## src/rtl/bcd_clock_counter_if.sv

```systemverilog
// Control and display bundle between the tick/set/load sources and the BCD clock core.
// Optional alarm signals exist only when BCD_CLOCK_ALARM_EN is defined.
interface bcd_clock_counter_if #(
    parameter int unsigned DAY_W = 8
);
    logic             cnt_en;
    logic             mode_12h;
    logic [1:0]       set_sel;
    logic             set_inc;
    logic             set_dec;
    logic             load;
    logic [23:0]      load_time;
    logic             load_err;
    logic [3:0]       bcd_H1, bcd_H2, bcd_M1, bcd_M2, bcd_S1, bcd_S2;
    logic             pm;
    logic             day_tick;
    logic [DAY_W-1:0] day_cnt;
`ifdef BCD_CLOCK_ALARM_EN
    logic             alarm_wr;
    logic [15:0]      alarm_time;
    logic             alarm_en;
    logic             alarm_hit;

    modport master (
        output cnt_en, mode_12h, set_sel, set_inc, set_dec, load, load_time,
               alarm_wr, alarm_time, alarm_en,
        input  load_err, bcd_H1, bcd_H2, bcd_M1, bcd_M2, bcd_S1, bcd_S2,
               pm, day_tick, day_cnt, alarm_hit
    );
    modport slave (
        input  cnt_en, mode_12h, set_sel, set_inc, set_dec, load, load_time,
               alarm_wr, alarm_time, alarm_en,
        output load_err, bcd_H1, bcd_H2, bcd_M1, bcd_M2, bcd_S1, bcd_S2,
               pm, day_tick, day_cnt, alarm_hit
    );
`else
    modport master (
        output cnt_en, mode_12h, set_sel, set_inc, set_dec, load, load_time,
        input  load_err, bcd_H1, bcd_H2, bcd_M1, bcd_M2, bcd_S1, bcd_S2,
               pm, day_tick, day_cnt
    );
    modport slave (
        input  cnt_en, mode_12h, set_sel, set_inc, set_dec, load, load_time,
        output load_err, bcd_H1, bcd_H2, bcd_M1, bcd_M2, bcd_S1, bcd_S2,
               pm, day_tick, day_cnt
    );
`endif
endinterface

```

## src/rtl/bcd_clock_counter.sv

```systemverilog
// HH:MM:SS BCD time-of-day counter with prescaled tick, field set, checked load, day counter.
// Time updates one cycle after the sampling edge; no backpressure. Alarm under BCD_CLOCK_ALARM_EN.
// Digits and pm are combinational from the 24 h registers and mode_12h.
module bcd_clock_counter #(
    parameter int unsigned PRESCALE = 1,
    parameter int unsigned DAY_W    = 8
) (
    input logic               clk,
    input logic               rst,
    bcd_clock_counter_if.slave bus
);
    logic [7:0]       hr_q, mn_q, sc_q, hr_d, mn_d, sc_d;
    logic [15:0]      pre_q, pre_d;
    logic [DAY_W-1:0] day_q, day_d;
    logic             day_tick_q, day_tick_d;
    logic             load_err_q, load_err_d;
    logic [7:0]       hr_t, mn_t, sc_t;
    logic             ld_ok, set_go, pre_last, day_roll;
    logic [7:0]       disp_hr;
    logic [6:0]       hr_bin;
    logic             pm_o;
`ifdef BCD_CLOCK_ALARM_EN
    logic [15:0]      alarm_q;
    logic             alarm_hit_q, alarm_hit_d;
`endif

    function automatic logic [6:0] bcd2bin(input logic [7:0] b);
        return 7'(b[7:4]) * 7'd10 + 7'(b[3:0]);
    endfunction

    function automatic logic [7:0] bin2bcd(input logic [6:0] v);
        return {4'(v / 7'd10), 4'(v % 7'd10)};
    endfunction

    function automatic logic [7:0] bcd_inc(input logic [7:0] b);
        return (b[3:0] == 4'd9) ? {b[7:4] + 4'd1, 4'd0} : {b[7:4], b[3:0] + 4'd1};
    endfunction

    // Modular step of one field in isolation; never carries into neighbours.
    function automatic logic [7:0] field_step(input logic [7:0] b, input logic [6:0] modulus,
                                              input logic up);
        logic [6:0] v;
        v = bcd2bin(b);
        if (up) v = (v == modulus - 7'd1) ? 7'd0 : v + 7'd1;
        else    v = (v == 7'd0) ? modulus - 7'd1 : v - 7'd1;
        return bin2bcd(v);
    endfunction

    always_comb begin
        ld_ok = 1'b1;
        for (int i = 0; i < 6; i++) begin
            if (bus.load_time[i*4 +: 4] > 4'd9) ld_ok = 1'b0;
        end
        if (bus.load_time[7:4] > 4'd5 || bus.load_time[15:12] > 4'd5) ld_ok = 1'b0;
        if (bus.load_time[23:20] > 4'd2 ||
            (bus.load_time[23:20] == 4'd2 && bus.load_time[19:16] > 4'd3)) ld_ok = 1'b0;
    end

    assign set_go   = (bus.set_sel != 2'd0) && (bus.set_inc ^ bus.set_dec);
    assign pre_last = (pre_q == 16'(PRESCALE - 1));
    assign day_roll = (hr_q == 8'h23) && (mn_q == 8'h59) && (sc_q == 8'h59);

    // Ripple carry S -> M -> H, evaluated only when the prescaler wraps.
    always_comb begin
        sc_t = (sc_q == 8'h59) ? 8'h00 : bcd_inc(sc_q);
        mn_t = mn_q;
        hr_t = hr_q;
        if (sc_q == 8'h59) begin
            mn_t = (mn_q == 8'h59) ? 8'h00 : bcd_inc(mn_q);
            if (mn_q == 8'h59) hr_t = (hr_q == 8'h23) ? 8'h00 : bcd_inc(hr_q);
        end
    end

    always_comb begin
        hr_d       = hr_q;
        mn_d       = mn_q;
        sc_d       = sc_q;
        pre_d      = pre_q;
        day_d      = day_q;
        day_tick_d = 1'b0;
        load_err_d = 1'b0;
`ifdef BCD_CLOCK_ALARM_EN
        alarm_hit_d = 1'b0;
`endif
        if (bus.load) begin
            if (ld_ok) begin
                {hr_d, mn_d, sc_d} = bus.load_time;
                pre_d              = '0;
            end else begin
                load_err_d = 1'b1;
            end
        end else if (set_go) begin
            case (bus.set_sel)
                2'd1: begin
                    sc_d  = field_step(sc_q, 7'd60, bus.set_inc);
                    pre_d = '0;
                end
                2'd2:    mn_d = field_step(mn_q, 7'd60, bus.set_inc);
                2'd3:    hr_d = field_step(hr_q, 7'd24, bus.set_inc);
                default: ;
            endcase
        end else if (bus.cnt_en) begin
            if (pre_last) begin
                pre_d = '0;
                hr_d  = hr_t;
                mn_d  = mn_t;
                sc_d  = sc_t;
                if (day_roll) begin
                    day_tick_d = 1'b1;
                    day_d      = day_q + DAY_W'(1);
                end
`ifdef BCD_CLOCK_ALARM_EN
                alarm_hit_d = bus.alarm_en && ({hr_t, mn_t, sc_t} == {alarm_q, 8'h00});
`endif
            end else begin
                pre_d = pre_q + 16'd1;
            end
        end
    end

    always_ff @(posedge clk) begin
        if (rst) begin
            hr_q       <= 8'h00;
            mn_q       <= 8'h00;
            sc_q       <= 8'h00;
            pre_q      <= '0;
            day_q      <= '0;
            day_tick_q <= 1'b0;
            load_err_q <= 1'b0;
        end else begin
            hr_q       <= hr_d;
            mn_q       <= mn_d;
            sc_q       <= sc_d;
            pre_q      <= pre_d;
            day_q      <= day_d;
            day_tick_q <= day_tick_d;
            load_err_q <= load_err_d;
        end
    end

`ifdef BCD_CLOCK_ALARM_EN
    always_ff @(posedge clk) begin
        if (rst) begin
            alarm_q     <= 16'h0000;
            alarm_hit_q <= 1'b0;
        end else begin
            if (bus.alarm_wr) alarm_q <= bus.alarm_time;
            alarm_hit_q <= alarm_hit_d;
        end
    end
    assign bus.alarm_hit = alarm_hit_q;
`endif

    // 12 h view: 00 shows as 12 AM, 12 stays 12 PM, 13..23 fold down by 12.
    always_comb begin
        hr_bin  = bcd2bin(hr_q);
        disp_hr = hr_q;
        pm_o    = 1'b0;
        if (bus.mode_12h) begin
            if (hr_bin == 7'd0) begin
                disp_hr = 8'h12;
            end else if (hr_bin == 7'd12) begin
                pm_o = 1'b1;
            end else if (hr_bin > 7'd12) begin
                disp_hr = bin2bcd(hr_bin - 7'd12);
                pm_o    = 1'b1;
            end
        end
    end

    assign bus.bcd_H1   = disp_hr[7:4];
    assign bus.bcd_H2   = disp_hr[3:0];
    assign bus.bcd_M1   = mn_q[7:4];
    assign bus.bcd_M2   = mn_q[3:0];
    assign bus.bcd_S1   = sc_q[7:4];
    assign bus.bcd_S2   = sc_q[3:0];
    assign bus.pm       = pm_o;
    assign bus.day_tick = day_tick_q;
    assign bus.day_cnt  = day_q;
    assign bus.load_err = load_err_q;
endmodule
```

## src/flat_wrapper.sv

```systemverilog
// flat-port wrapper written by rule: the top's interface ports become plain ports
module bcd_clock_counter_flat 
#(
    parameter int unsigned PRESCALE = 1,
    parameter int unsigned DAY_W    = 8
)
  (clk, rst, bus_cnt_en, bus_mode_12h, bus_set_sel, bus_set_inc, bus_set_dec, bus_load, bus_load_time, bus_load_err, bus_bcd_H1, bus_bcd_H2, bus_bcd_M1, bus_bcd_M2, bus_bcd_S1, bus_bcd_S2, bus_pm, bus_day_tick, bus_day_cnt);
  bcd_clock_counter_if #(.DAY_W(DAY_W)) bus_i ();
  input logic clk;
  input logic rst;
  input wire logic [$bits(bus_i.cnt_en)-1:0] bus_cnt_en;
  input wire logic [$bits(bus_i.mode_12h)-1:0] bus_mode_12h;
  input wire logic [$bits(bus_i.set_sel)-1:0] bus_set_sel;
  input wire logic [$bits(bus_i.set_inc)-1:0] bus_set_inc;
  input wire logic [$bits(bus_i.set_dec)-1:0] bus_set_dec;
  input wire logic [$bits(bus_i.load)-1:0] bus_load;
  input wire logic [$bits(bus_i.load_time)-1:0] bus_load_time;
  output wire logic [$bits(bus_i.load_err)-1:0] bus_load_err;
  output wire logic [$bits(bus_i.bcd_H1)-1:0] bus_bcd_H1;
  output wire logic [$bits(bus_i.bcd_H2)-1:0] bus_bcd_H2;
  output wire logic [$bits(bus_i.bcd_M1)-1:0] bus_bcd_M1;
  output wire logic [$bits(bus_i.bcd_M2)-1:0] bus_bcd_M2;
  output wire logic [$bits(bus_i.bcd_S1)-1:0] bus_bcd_S1;
  output wire logic [$bits(bus_i.bcd_S2)-1:0] bus_bcd_S2;
  output wire logic [$bits(bus_i.pm)-1:0] bus_pm;
  output wire logic [$bits(bus_i.day_tick)-1:0] bus_day_tick;
  output wire logic [$bits(bus_i.day_cnt)-1:0] bus_day_cnt;
  assign bus_i.cnt_en = bus_cnt_en;
  assign bus_i.mode_12h = bus_mode_12h;
  assign bus_i.set_sel = bus_set_sel;
  assign bus_i.set_inc = bus_set_inc;
  assign bus_i.set_dec = bus_set_dec;
  assign bus_i.load = bus_load;
  assign bus_i.load_time = bus_load_time;
  assign bus_load_err = bus_i.load_err;
  assign bus_bcd_H1 = bus_i.bcd_H1;
  assign bus_bcd_H2 = bus_i.bcd_H2;
  assign bus_bcd_M1 = bus_i.bcd_M1;
  assign bus_bcd_M2 = bus_i.bcd_M2;
  assign bus_bcd_S1 = bus_i.bcd_S1;
  assign bus_bcd_S2 = bus_i.bcd_S2;
  assign bus_pm = bus_i.pm;
  assign bus_day_tick = bus_i.day_tick;
  assign bus_day_cnt = bus_i.day_cnt;
  bcd_clock_counter #(.PRESCALE(PRESCALE), .DAY_W(DAY_W)) u_core (.clk(clk), .rst(rst), .bus(bus_i));
endmodule
```

## config.mk

```make
export PLATFORM = sky130hd
export DESIGN_NAME = bcd_clock_counter_flat
export DESIGN_NICKNAME = d
export VERILOG_FILES = /design/src/rtl/bcd_clock_counter_if.sv /design/src/rtl/bcd_clock_counter.sv /design/src/flat_wrapper.sv
export SDC_FILE = /design/constraint.sdc
export NUM_CORES = 1
export LEC_CHECK = 0
export BUFFER_PORTS_ARGS = -buffer_cell sky130_fd_sc_hd__buf_2
export CAP_MARGIN = 20
export CORE_UTILIZATION = 45
export DETAILED_ROUTE_END_ITERATION = 12
export GPL_ROUTABILITY_DRIVEN = 0
export GPL_TIMING_DRIVEN = 0
export PLACE_DENSITY = 0.63
export SYNTH_ARGS = -nofsm -noshare
export SYNTH_HDL_FRONTEND = slang
export SYNTH_SLANG_ARGS = --single-unit
```

## constraint.sdc

```tcl
create_clock -name clk -period 9.1 [get_ports clk]
set_input_delay 0.455 -clock clk [delete_from_list [all_inputs] [get_ports clk]]
set_output_delay 0.455 -clock clk [all_outputs]
set_load 0.005 [all_outputs]
```

# Word level (Yosys, flattened, before mapping)
# Cells that the tools add are included.
# W data, S select, Z words.
# op_classes
add_sub_neg,18
mul,3
div,8
magnitude_cmp,11
eq_ne,18
n_shift,0
n_mux,69
bitwise,5
reduce_logical,28
# ops
cell,count
$mux W8,31
$mux W7,18
$mux W16,6
$div A7 B4 Y7 const B,4
$mod A7 B4 Y7 const B,4
$add A4 B1 Y4 const B,6
$gt A4 B4 Y1 const B,6
$add A7 B1 Y7 const B,3
$add A7 B4 Y7,3
$logic_not A7 Y1,3
$sub A7 B1 Y7 const B,3
$mul A4 B3 Y6 const B,3
$add A16 B1 Y16 const B,1
$eq A8 B7 Y1 const B,2
$logic_not A16 Y1,1
$reduce_and A5 Y1,3
$eq A7 B6 Y1 const B,2
$mux W1,14
$eq A4 B4 Y1 const B,3
$reduce_and A6 Y1,2
$reduce_bool A3 Y1,4
$reduce_bool A4 Y1,3
$ne A3 B3 Y1 const B,3
$add A8 B1 Y8 const B,1
21 further kinds,31
# totals
reg_bits,50
latchBits,0
ramBits,0
romBits,0
input_bits,33
output_inout_bits,35
word_cells,170
mem_count,0

# Depth between registers and ports, before layout
# logic_depth
word_depth,12
depth_mapped,26
ltp_nobuf,23

# Least setup slack after synthesis
# OpenSTA, ideal clock, no wires.
# synth_timing
path_type,register -> output
startpoint,reg u_core.hr_q[4]
endpoint,out bus_bcd_H2[2]
t_arrival_ns,5.289
required_time_ns,8.645
setup_slack_ns,3.356
path_stages_with_launch,24
n_path_buf,3
cell_sequence,dfxtp_1 > ha_1 > inv_1 > fa_1 > inv_1 > clkbuf_1 > ha_1 > clkbuf_1 > nand2_1 > and3_1 > clkbuf_1 > o311ai_0 > nand2_1 > a21oi_1 > nand2b_1 > a31o_2 > ha_1 > nor2_1 > o21ai_0 > a21oi_1 > a2111oi_0 > nand3_1 > or3_1 > a31oi_1
# synth_via
elab_chain_len,8
elab_cells_between_ends,11
cone_classes,add/sub (2); mul (1); div (1); order compare (1); eq/ne (1); mux (4); reduce/logical (1)
# synth_rtl
element,line,source
from (decl),bcd_clock_counter.sv:12,"logic [7:0] hr_q, mn_q, sc_q, hr_d, mn_d, sc_d;"
from (signal assigned),bcd_clock_counter.sv:131,hr_q <= hr_d;
$mul A4 B3 Y6 (*),bcd_clock_counter.sv:28,return 7'(b[7:4]) * 7'd10 + 7'(b[3:0]);
$add A7 B4 Y7 (*),bcd_clock_counter.sv:28,
$sub A7 B4 Y7,bcd_clock_counter.sv:165,disp_hr = bin2bcd(hr_bin - 7'd12);
$mod A7 B4 Y7,bcd_clock_counter.sv:32,"return {4'(v / 7'd10), 4'(v % 7'd10)};"
$mux W8,bcd_clock_counter.sv:164,end else if (hr_bin > 7'd12) begin
$mux W8,bcd_clock_counter.sv:162,end else if (hr_bin == 7'd12) begin
$mux W8 (*),bcd_clock_counter.sv:160,if (hr_bin == 7'd0) begin
$mux W8 (*),bcd_clock_counter.sv:159,if (bus.mode_12h) begin
to (decl),flat_wrapper.sv:20,output wire logic [$bits(bus_i.bcd_H2)-1:0] bus_bcd_H2;
# Mark *: on every way between the ends. The rest lies on a longest branch, timed or not.

# Worst setup path after layout
# Ends and elaborated chain as after synthesis.

==> metrics.md <==
| Metric | Value |
|---|---|
| Register area share after synthesis | `0.137` |
| CTS Buffer Depth | `2` |
| Worst-Skew Late Latency | `0.30 ns` |
| Die Span Y | `around 130 um` |
| Setup CP Type | `flip-flop to output pin` |
| Mapped Area | `7320 um^2` |
| First-pass GRT wire length | `around 36 mm` |
| IO buf count | `66` |
| Commonest non-fill, non-tap cell in the layout | `nor2_1` |
| Die extent in x | `about 130 um` |
| Pwr/cell area | `179 nW/um^2` |
| Mean Syn Cell Area | `between 7 and 8 um^2` |
| Ys async rst share | `0` |
| Post-placement setup slack | `between 1.5 and 2 ns` |
| Status | `finished clean` |
| GR Util All Layers | `0.266` |
| Syn nets | `roughly 1.1k` |
| Number of violations reported at the end of detailed-routing iteration 0 | `742` |
| Post-route worst setup slack | `1.47 ns` |
| Stages on the worst setup path | `24` |
| Fin Setup TNS | `0 ns` |
| Starting Density | `0.461` |
| R2r endpoint | `u_core.hr_q[1]` |
| Tmin final | `7.63 ns` |
| Primary FF master, synth | `dfxtp_1` |
| Critical path fanouts, max | `13` |
| Synth area leader | `dfxtp_1` |
| # rows | `between 40 and 50` |
| Hold Crit Start | `bus_load_time[17]` |
| Hold Path End | `u_core.hr_q[1]` |
| Fin Clk Skew | `~0.008 ns` |
| Slowest stage delay, CP | `0.63 ns` |
| Vias in the first global route | `slightly below 7k` |
| Share of post-route cells with drive strength above 1 | `0.117` |
| Clock transition at the registers of the reported paths | `0.07 ns` |
| Tightest Pin Transition | `0.953 ns` |
| CP top delay family | `compound AO/OA/AOI/OAI gates` |
| DR pass1 iterations | `6` |
| Die ar. | `16800 um^2` |
| Num Clock Sinks | `50` |
| Final period util | `0.838` |
| Vias/cell | `between 6 and 7` |
| Crit path required time | `approximately 8.7 ns` |
| Layout area overhead | `10.6%` |
| Core footprint | `roughly 16000 um^2` |
| Routed WL | `22.5 mm` |
| Synth Register Bits | `50` |
| HPWL after DPL | `about 18 mm` |
| I/O Pins | `between 60 and 70` |
| Yosys warns | `0` |
| HP Class | `primary input to flip-flop` |
| CTS Buf Count | `5` |
| Hold-critical path depth | `3` |
| CP arrival | `around 7.2 ns` |
| Leak | `~3.2 nW` |
| Htree depth | `2` |
| Relative slew slack | `0.362` |
| Final setup violation count | `0` |
| Area contributors post-synth | `dfxtp_1 (14%), ha_1 (9.4%), nor2_1 (5.9%), a21oi_1 (4.9%), o21ai_0 (4.9%)` |
| Commonest cells after routing, fill and taps aside | `nor2_1 (115), nand2_1 (84), buf_2 (75)` |
| Largest net degree at the start of global routing | `18` |
| Yosys cell types | `100` |
| CTS tree | `done` |
| Antenna violations before repair | `0` |
| Setup crit start | `u_core.hr_q[4]` |
| Total grt overflow | `0` |
| DRC | `0` |
| Max VDD drop | `between 0.07 and 0.08 mV` |
| Setup Buffers After CTS | `0` |
| Unrepaired setup endpoints after global routing | `false` |
| Critical-path top delay cell | `o311ai_0` |
| Wire length per cell | `17.2 um` |
| Hold Buf Count CTS | `0` |
| Vias | `7864` |
| R2r worst-path depth | `21` |
| Max-cap viol count | `0` |
| CP bufs+invs | `6` |
| Setup crit end kind | `output pin` |
| Syn Inst Count | `just over 1k` |
| Nets | `1187` |
| R2R Path Start | `u_core.hr_q[4]` |
| Antenna-violating nets left | `0` |
| Ant. Diodes | `0` |
| Final Hold Fails | `0` |
| Root buffer cell | `clkbuf_16` |
| Share of the synthesized area in the top cell type | `0.137` |
| Slew Limit Fails | `0` |
| Resized Gates After CTS | `0` |
| Max Clk Rate | `0.131 GHz` |
| EDFF count, synth | `0` |
| Critical-path cell list | `ha_1 > inv_1 > fa_1 > inv_1 > clkbuf_1 > ha_1 > clkbuf_1 > nand2_1 > and3_1 > clkbuf_1 > o311ai_0 > nand2_1 > a21oi_1 > nand2b_1 > a31o_2 > ha_1 > nor2_1 > o21ai_0 > a21oi_1 > a2111oi_0 > nand3_1 > or3_1 > a31oi_1 > buf_2` |
| Setup slack, reg-to-reg | `roughly 2.5 ns` |
| CP Launch Type | `flip-flop` |
sequential cells by signal, indices dropped and copies added (netlist names):
signal and flops:
u_core.mn_q 8, u_core.pre_q 16, u_core.bus.day_tick 1, u_core.hr_q 8, u_core.bus.load_err 1, u_core.sc_q 8, u_core.bus.day_cnt 8
routing by layer:
| metal | global-route usage | wire [um] |
|---|---|---|
| met3 | 0.0268 | 1380 |
| met4 | 0.0397 | 241 |
| met2 | 0.427 | 10000 |
| met5 | 0 | 0 |
| met1 | 0.390 | 10800 |
Yosys cell counts, drive strengths merged (6+ instances only):
cell type	n
o21ai	75
xnor2	37
o22ai	7
a211oi	21
o21a	9
ha	55
nor3	30
and3	17
nor4	17
o311ai	7
clkbuf	35
mux2	6
o31ai	9
nand4	14
inv	54
a21oi	74
a22oi	9
a31oi	11
nand2b	9
dfxtp	50
mux2i	22
o211ai	16
or3	12
buf	15
xor2	30
fa	6
and2	10
nor2	116
nand3	57
nor2b	8
nand2	85
kinds of logic after synthesis:
family | share of synthesized area
adders and majority gates | 0.116
xor gates and xnor gates | 0.0957
and+or+nand+nor | 0.270
buffers and inverters | 0.0585
DFF | 0.137
muxes | 0.0398
AOI/OAI and AO/OA | 0.284
worst register-to-register path: stages, from the launching register on:
cell and delay (ns):
dfxtp_1 0.49, ha_1 0.33, inv_1 0.08, fa_1 0.56
inv_1 0.11, clkbuf_1 0.52, ha_1 0.27, nand3_1 0.12
nor3_1 0.46, a211oi_1 0.15, o21a_1 0.28, o31ai_2 0.69
nor2_1 0.11, a211oi_2 0.39, ha_1 0.36, o21ai_0 0.12
o21ai_0 0.10, o211ai_1 0.12, or4b_4 0.56, xnor2_2 0.16
a211oi_1 0.40, o41ai_2 0.12
metrics by stage:
step | hold WS, ns | instances | instance area [um^2] | utilization | total power [mW]
finish | 0.490 | 1310 | 8100 | 0.510 | 1.45
global placement | 0.511 | 1302 | 7920 | 0.499 | 1.20
floorplan | 0.480 | 1020 | 7320 | - | 0.987
CTS | 0.476 | 1310 | 8100 | 0.510 | 1.43
global route | 0.541 | 1310 | 8100 | 0.510 | 1.56
detailed placement | 0.508 | 1302 | 7920 | 0.499 | 1.20
power breakdown:
part | switching [mW] | internal, mW | total, mW
logic | 0.589 | 0.383 | 0.972
clock network | 0.0908 | 0.132 | 0.223
registers | 0.0214 | 0.229 | 0.250
worst max path at each step:
stage,end
CTS,bus_bcd_H2[2]
global route,bus_bcd_H2[2]
detailed placement,bus_bcd_H2[2]
global placement,bus_bcd_H2[2]
floorplan,bus_bcd_H2[2]
finish,bus_bcd_H2[2]
layout make-up:
class	count	area [um^2]
Multi-Input combinational cell	865	5890
Tap cell	216	270
Clock buffer	5	125
Inverter	55	206
Timing Repair Buffer	66	330
Sequential cell	50	1000
Fill cell	1657	7790
Clock inverter	3	48.8
Buffer	50	221
(Power assumes the default switching activity.)
